### config.mk
export PLATFORM = sky130hd
export DESIGN_NAME = mem_block_read_arbiter_flat
export DESIGN_NICKNAME = d
export VERILOG_FILES = /design/src/rtl/mem_block_read_arbiter_if.sv /design/src/rtl/mem_block_read_arbiter.sv /design/src/flat_wrapper.sv
export SDC_FILE = /design/constraint.sdc
export NUM_CORES = 1
export LEC_CHECK = 0
export CAP_MARGIN = 40
export CELL_PAD_IN_SITES_DETAIL_PLACEMENT = 1
export CELL_PAD_IN_SITES_GLOBAL_PLACEMENT = 1
export CORE_MARGIN = 1.5
export CORE_UTILIZATION = 25
export DETAILED_ROUTE_END_ITERATION = 8
export PLACE_DENSITY = 0.72
export SKIP_LAST_GASP = 1
export SLEW_MARGIN = 20
export SYNTH_ARGS = -nofsm -noshare
export SYNTH_HDL_FRONTEND = slang
export SYNTH_SLANG_ARGS = --single-unit
### constraint.sdc
create_clock -name clk -period 5.23 [get_ports clk]
set_clock_uncertainty 0.05 [all_clocks]
set_input_delay 1.3075 -clock clk [delete_from_list [all_inputs] [get_ports clk]]
set_output_delay 1.3075 -clock clk [all_outputs]
set_load 0.005 [all_outputs]
### src/rtl/mem_block_read_arbiter_if.sv
// Shared memory-side types and the block-read arbiter port bundle.
// Requester ports and the word-read memory bus travel together.
package sys;
  localparam int addr_width = 32;
  localparam int mem_block_size = 16;

  typedef struct packed {
    logic                  en;
    logic [addr_width-1:0] addr;
  } mem_read_block_req_t;

  typedef struct packed {
    logic                           done;
    logic [mem_block_size-1:0][7:0] data;
  } mem_read_block_rsp_t;
endpackage

interface mem_block_read_arbiter_if #(
  parameter int port_cnt   = 2,
  parameter int word_bytes = 4
);
  import sys::*;

  mem_read_block_req_t         mem_req [port_cnt];
  mem_read_block_rsp_t         mem_rsp [port_cnt];
  logic                        bus_req_valid;
  logic [addr_width-1:0]       bus_req_addr;
  logic                        bus_req_ready;
  logic                        bus_rsp_valid;
  logic [8*word_bytes-1:0]     bus_rsp_data;

  modport master (
    input  mem_req,
    output mem_rsp,
    output bus_req_valid,
    output bus_req_addr,
    input  bus_req_ready,
    input  bus_rsp_valid,
    input  bus_rsp_data
  );

  modport slave (
    output mem_req,
    input  mem_rsp,
    input  bus_req_valid,
    input  bus_req_addr,
    output bus_req_ready,
    output bus_rsp_valid,
    output bus_rsp_data
  );
endinterface

### src/rtl/mem_block_read_arbiter.sv
// Round-robin block-read arbiter: one block in flight,
// served as a burst of pipelined word reads on one bus.
module mem_block_read_arbiter
  import sys::*;
#(
  parameter int port_cnt    = 2,
  parameter int block_bytes = sys::mem_block_size,
  parameter int word_bytes  = 4
) (
  input  logic clk,
  input  logic rst,
  input  logic en,
  mem_block_read_arbiter_if.master bus
);

  localparam int words = block_bytes / word_bytes;
  localparam int cnt_w = $clog2(words) + 1;
  localparam int idx_w = (words > 1) ? $clog2(words) : 1;
  localparam int ptr_w = (port_cnt > 1) ? $clog2(port_cnt) : 1;
  localparam int ws    = $clog2(word_bytes);
  localparam int aw    = addr_width;

  typedef enum logic [1:0] {
    IDLE,
    XFER,
    DONE
  } state_t;

  state_t state, state_n;

  logic [ptr_w-1:0] rr_ptr, rr_n;
  logic [ptr_w-1:0] grant, grant_n;
  logic [ptr_w-1:0] pick;
  logic             found;
  logic [aw-1:0]    base, base_n;
  logic [cnt_w-1:0] issue_cnt, recv_cnt;
  logic             abort, abort_n;
  logic             issue, recv, last;
  logic [port_cnt-1:0] done;
  logic [words-1:0][8*word_bytes-1:0] buffer;

  // first requester at or after rr_ptr, wrapping
  always_comb begin
    int idx;
    idx   = 0;
    found = 1'b0;
    pick  = '0;
    for (int k = 0; k < port_cnt; k++) begin
      idx = int'(rr_ptr) + k;
      if (idx >= port_cnt) idx = idx - port_cnt;
      if (!found && bus.mem_req[ptr_w'(idx)].en) begin
        found = 1'b1;
        pick  = ptr_w'(idx);
      end
    end
  end

  always_comb begin
    state_n = state;
    grant_n = grant;
    base_n  = base;
    rr_n    = rr_ptr;
    abort_n = abort;
    issue   = 1'b0;
    recv    = 1'b0;
    last    = 1'b0;
    unique case (state)
      IDLE: begin
        if (found) begin
          state_n = XFER;
          grant_n = pick;
          base_n  = bus.mem_req[pick].addr
                  & ~aw'(block_bytes - 1);
          abort_n = 1'b0;
        end
      end
      XFER: begin
        issue = (issue_cnt < cnt_w'(words))
              && bus.bus_req_ready;
        recv  = bus.bus_rsp_valid
              && (recv_cnt < cnt_w'(words));
        last  = recv
              && (recv_cnt == cnt_w'(words - 1));
        if (!bus.mem_req[grant].en) abort_n = 1'b1;
        if (last) state_n = DONE;
      end
      DONE: begin
        state_n = IDLE;
        if (grant == ptr_w'(port_cnt - 1))
          rr_n = '0;
        else
          rr_n = grant + 1'b1;
      end
      default: state_n = IDLE;
    endcase
  end

  always_ff @(posedge clk) begin
    if (rst) begin
      state     <= IDLE;
      rr_ptr    <= '0;
      grant     <= '0;
      base      <= '0;
      issue_cnt <= '0;
      recv_cnt  <= '0;
      abort     <= 1'b0;
      done      <= '0;
      buffer    <= '0;
    end else if (en) begin
      state  <= state_n;
      rr_ptr <= rr_n;
      grant  <= grant_n;
      base   <= base_n;
      abort  <= abort_n;
      done   <= '0;
      if (last && !abort_n) done[grant] <= 1'b1;
      if (state == IDLE) begin
        issue_cnt <= '0;
        recv_cnt  <= '0;
      end else begin
        if (issue) issue_cnt <= issue_cnt + 1'b1;
        if (recv) begin
          buffer[recv_cnt[idx_w-1:0]] <= bus.bus_rsp_data;
          recv_cnt <= recv_cnt + 1'b1;
        end
      end
    end
  end

  assign bus.bus_req_valid = en && (state == XFER)
                           && (issue_cnt < cnt_w'(words));
  assign bus.bus_req_addr  = base + (aw'(issue_cnt) << ws);

  always_comb begin
    for (int i = 0; i < port_cnt; i++) begin
      bus.mem_rsp[i].done = done[i];
      bus.mem_rsp[i].data = buffer;
    end
  end

endmodule

### src/flat_wrapper.sv
// flat-port wrapper written by rule: the top's interface ports become plain ports
module mem_block_read_arbiter_flat import sys::*;
#(
  parameter int port_cnt    = 2,
  parameter int block_bytes = sys::mem_block_size,
  parameter int word_bytes  = 4
)
  (clk, rst, en, bus_mem_req, bus_mem_rsp, bus_bus_req_valid, bus_bus_req_addr, bus_bus_req_ready, bus_bus_rsp_valid, bus_bus_rsp_data);
  mem_block_read_arbiter_if #(.port_cnt(port_cnt), .word_bytes(word_bytes)) bus_i ();
  input  logic clk;
  input  logic rst;
  input  logic en;
  input wire logic [$bits(bus_i.mem_req)-1:0] bus_mem_req;
  output wire logic [$bits(bus_i.mem_rsp)-1:0] bus_mem_rsp;
  output wire logic [$bits(bus_i.bus_req_valid)-1:0] bus_bus_req_valid;
  output wire logic [$bits(bus_i.bus_req_addr)-1:0] bus_bus_req_addr;
  input wire logic [$bits(bus_i.bus_req_ready)-1:0] bus_bus_req_ready;
  input wire logic [$bits(bus_i.bus_rsp_valid)-1:0] bus_bus_rsp_valid;
  input wire logic [$bits(bus_i.bus_rsp_data)-1:0] bus_bus_rsp_data;
  assign bus_i.mem_req = {>>{bus_mem_req}};
  assign bus_mem_rsp = {>>{bus_i.mem_rsp}};
  assign bus_bus_req_valid = bus_i.bus_req_valid;
  assign bus_bus_req_addr = bus_i.bus_req_addr;
  assign bus_i.bus_req_ready = bus_bus_req_ready;
  assign bus_i.bus_rsp_valid = bus_bus_rsp_valid;
  assign bus_i.bus_rsp_data = bus_bus_rsp_data;
  mem_block_read_arbiter #(.port_cnt(port_cnt), .block_bytes(block_bytes), .word_bytes(word_bytes)) u_core (.clk(clk), .rst(rst), .en(en), .bus(bus_i));
endmodule
### Word-level counts from Yosys, hierarchy flattened

Cells that the tools add are included.

* equality and inequality tests: 5
* bitwise operators: 5
* multiplexer cells: 36
* $lt $le $gt $ge: 12
* reductions and logical operators: 20
* $add $sub $neg: 7

Operators with widths (count)
* 33-bit two-way mux: 7
* 128-bit bitwise mux: 1
* 32-bit two-way mux: 4
* 32-bit demux with 2-bit select: 1
* 32-bit by 5-bit adder with 32-bit output: 1
* 1-bit two-way mux: 13
* 3-bit two-way mux: 4
* 1-bit logical AND: 9
* 3-bit AND reduction: 3
* 3-bit by 1-bit adder with 3-bit output (second input constant): 2
* 1-bit by 2-bit greater-or-equal comparator with 1-bit output (second input constant): 3
* 2-bit greater-or-equal comparator (second input constant): 3
* 3-bit < comparator (second input constant): 2
* 2-bit two-way mux: 3
* 2-bit AND reduction: 3
* 2-bit by 1-bit != test with 1-bit output (second input constant): 2
* 1-bit inverter with 2-bit output: 2
* 2-bit one-hot mux with 2 select lines: 1
* 2-bit nonzero test: 2
* 3-bit by 2-bit equality test with 1-bit output (second input constant): 1
* 2-bit by 3-bit < comparator with 1-bit output (second input constant): 1
* 1-bit inverter: 3
* 1-bit by 1-bit adder with 2-bit output (second input constant): 1
* 2-bit by 1-bit equality test with 1-bit output (second input constant): 1
* other kinds (10): 12

* logic and storage cells: 97
* flip-flop bits (word level): 169
* output and inout port bits: 291
* bits of input ports: 103

### Depth between registers and ports, before layout

* depth in word-level cells: 15
* mapped depth: 7
* gate-level depth less buffers: 6

### Worst setup path after synthesis

Ideal clock, no wire load.

* kind: reg-to-output
* start: register u_core.issue_cnt[2]
* end: output port bus_bus_req_addr[28]
* cell stages (with the launch flop): 7
* path buffers: 0
* data required time: 3.873 ns
* arrival time: 1.646 ns
* path slack: 2.226 ns
* path through: dfxtp_1 ha_1 ha_1 nand4_1 nor4_4 nand4_1 xnor2_1

* longest elaborated chain between the ends: 1

Ends and longest elaborated chain
* start: declaration: line mem_block_read_arbiter.sv:36 `logic [cnt_w-1:0] issue_cnt, recv_cnt;`
* start signal: assignment: line mem_block_read_arbiter.sv:121 `if (issue) issue_cnt <= issue_cnt + 1'b1;`
* 32-bit by 5-bit adder with 32-bit output: line mem_block_read_arbiter.sv:132 `assign bus.bus_req_addr = base + (aw'(issue_cnt) << ws);`
* end: declaration: line flat_wrapper.sv:16 `output wire logic [$bits(bus_i.bus_req_addr)-1:0] bus_bus_req_addr;`

Every way passes these cells.

### Worst setup path in the final report

Same ends and word-level chain as after synthesis.

==> metrics.cfg <==
[sta]
whs_ns=0.4097
grt_setup_unrepaired=false
setup_viol=0
fmax_mhz=229.1
finalSetupTns_ns=0
finalMaxSlewViolations=0
hold_viol=0
setup_ws_ns=0.8654
finalCriticalPeriod_ns=4.365
slew_headroom=0.4588
post-route-period-util=0.8345
worst_slew_pin_slew_ns=0.8117

[finish]
drive_above_1_share=0.04538
antenna-diode-count=0
utilization=0.3790
nNetsFinal=1311
syn2layout_area_growth_pct=48.91

[power]
max-vdd-ir-drop_mv=0.1729
finalPower_mw=2.867
powerDensity_nw_per_um2=246.7
leakage_nw=3.808

[worst_setup_path]
slowest_delay_ns=0.56
critPathCaptureType=primary output
r2r_end=u_core.bus.mem_rsp[85]
cp_top_family=simple AND/OR/NAND/NOR gates
start_kind=flip-flop
rr_worst_depth=4
cpMaxStageDelayCell=clkdlybuf4s50_1
worstSetupPathType=reg2out
cp_data_arrival_time_ns=3.01
r2r-start=u_core.state[1]
startpoint=u_core.issue_cnt[2]
crit_path_max_fanout=7
crit_path_cell_trace=ha_1 -> ha_1 -> nand4_1 -> nor4_4 -> nand4_1 -> xnor2_1 -> clkdlybuf4s50_1
cp_num_buf_inv=1
reg2reg_slack_ns=3.02
cp-endpoint=bus_bus_req_addr[28]
cp.depth=7
required_ns=3.87

[route]
ant_nets=0
dr_total_vias=7360
vias_per_cell=4.577
wl_um=28770
drt_pass1_iterations=4
drc=0
drtIter0Drc=320
routedWlPerCell_um=17.89

[run]
drv_cap=0

[global_route]
track_usage=0.1742
antenna_found_initial=0
first_global_vias=7507
grt_max_degree=71
grt_overflow=0
grt_pass1_wl_um=44080

[clock_network]
insertion_delay_ns=0.42
cts_tree=yes
ctsResizeCount=0
cts_setup_buffers=0
cts.sinks=169
postCtsHoldBufs=0
cts_root_buffer=clkbuf_16
clockBufferDepth=2
clk_pin_slew_worst_paths_ns=0.07
h-tree-depth=4
cts_buffers=17

[synth]
yosys_warnings=0
ys_ff_latch=169
async_reset_ff_frac=0
synthFlopType=dfxtp_1
yosysUniqueCellTypes=33
syn-cell-area_um2=7805
synth_seq_area_share=0.4335
synth_area_leaders=dfxtp_1 (43%), nand2_1 (14%), buf_4 (13%)
synth_area_per_cell_um2=7.972
yosysTopAreaCell=dfxtp_1
synth.most_common_cell=nand2_1
synthTopCellsByCount=nand2_1 (301), dfxtp_1 (169), a21oi_1 (162), buf_4 (137)
synth_edf_count=0
synth_cells=979
synth_top_cell_area_share=0.4335

[place]
dp_hpwl_um=21630
place.gp.congestion=0.7972
portBuffers=383
pre_cts_ws_ns=0.9363

[min_path]
hp-class=reg2reg

[floorplan]
die_h_um=179.7
die_area_um2=32290
die_w_um=179.7
ios=394
start_util=0.2545
rows=64
core_area_um2=30670

[status]
status=finished clean

## power by group
part	leakage [nW]	switching, mW	internal (mW)
sequential	1.37	0.0260	1.30
combinational	2.16	0.106	0.133
clock	0.285	0.581	0.716
total	3.81	0.713	2.15
## layout by cell type (no fill, tap or decap), types with 4 or more instances in the layout
master	instances
inv_1	6
o221ai_1	28
and3_1	5
a31oi_1	8
nand4_1	9
nand2_1	301
nand2b_1	7
ha_1	8
nand3_1	21
buf_16	5
nor3_1	5
and2_1	4
dfxtp_1	169
clkdlybuf4s50_1	382
inv_6	5
buf_4	4
clkbuf_16	17
xnor2_1	23
a21oi_1	162
## state kept, by name (all words and copies together) (netlist names)
register            cells
u_core.issue_cnt        3
u_core.done             2
u_core.state            2
u_core.abort            1
u_core.bus.mem_rsp    128
u_core.rr_ptr           1
u_core.grant            1
u_core.recv_cnt         3
u_core.base            28
## final cells by class
type	count	area (um^2)
clock buffer	17	425.4
tap	396	495.5
fill	3596	19050
multi-input combinational	610	3084
timing repair buffer	395	4048
sequential	169	3383
inverter	7	26.28
clock inverter	14	160.2
## routing by layer
metal  global-route usage  up-vias  routed length, um
li1                     -     3562                  -
met4              0.03200        0                248
met3              0.04882       16               1830
met1               0.1980     3524              11750
met2               0.3240      258              14940
met5                    0        -                  0
## worst min-delay path by stage
stage	from	endpoint	slack, ns	cells after the start
4_1_cts	u_core.base[4]	u_core.base[4]	0.42	2
3_5_place_dp	u_core.base[4]	u_core.base[4]	0.41	2
2_1_floorplan	u_core.base[4]	u_core.base[4]	0.39	2
6_report	u_core.base[4]	u_core.base[4]	0.41	2
3_3_place_gp	u_core.base[4]	u_core.base[4]	0.39	2
5_1_grt	u_core.bus.mem_rsp[26]	u_core.bus.mem_rsp[26]	0.44	2
## worst register-to-register path, stage by stage, from the launching register on
cell and delay [ns]:
dfxtp_1 0.38, and4bb_1 0.58, and3_2 0.77, nand2_1 0.19, a21oi_1 0.16
## stage by stage
step                      cell area [um^2]  instances
after global routing                 11620       1608
final                                11620       1608
after global placement               10850       1569
after detailed placement             11010       1576
after floorplan                       7809        980
after CTS                            11590       1607
## kinds of logic (layout without fill, tap and decap cells)
group                    count (synthesis)  after routing  share of synthesized area
AO/OA/AOI/OAI                          200            200                     0.1436
buffers and inverters                  201            433                     0.1743
AND/OR/NAND/NOR                        374            374                     0.2062
flip-flops                             169            169                     0.4335
XOR/XNOR                                26             26                    0.02918
adder cells (fa/ha/maj)                  8              8                    0.01283
other                                    1              2                  0.0004805
Power figures use the tool's default switching activity.
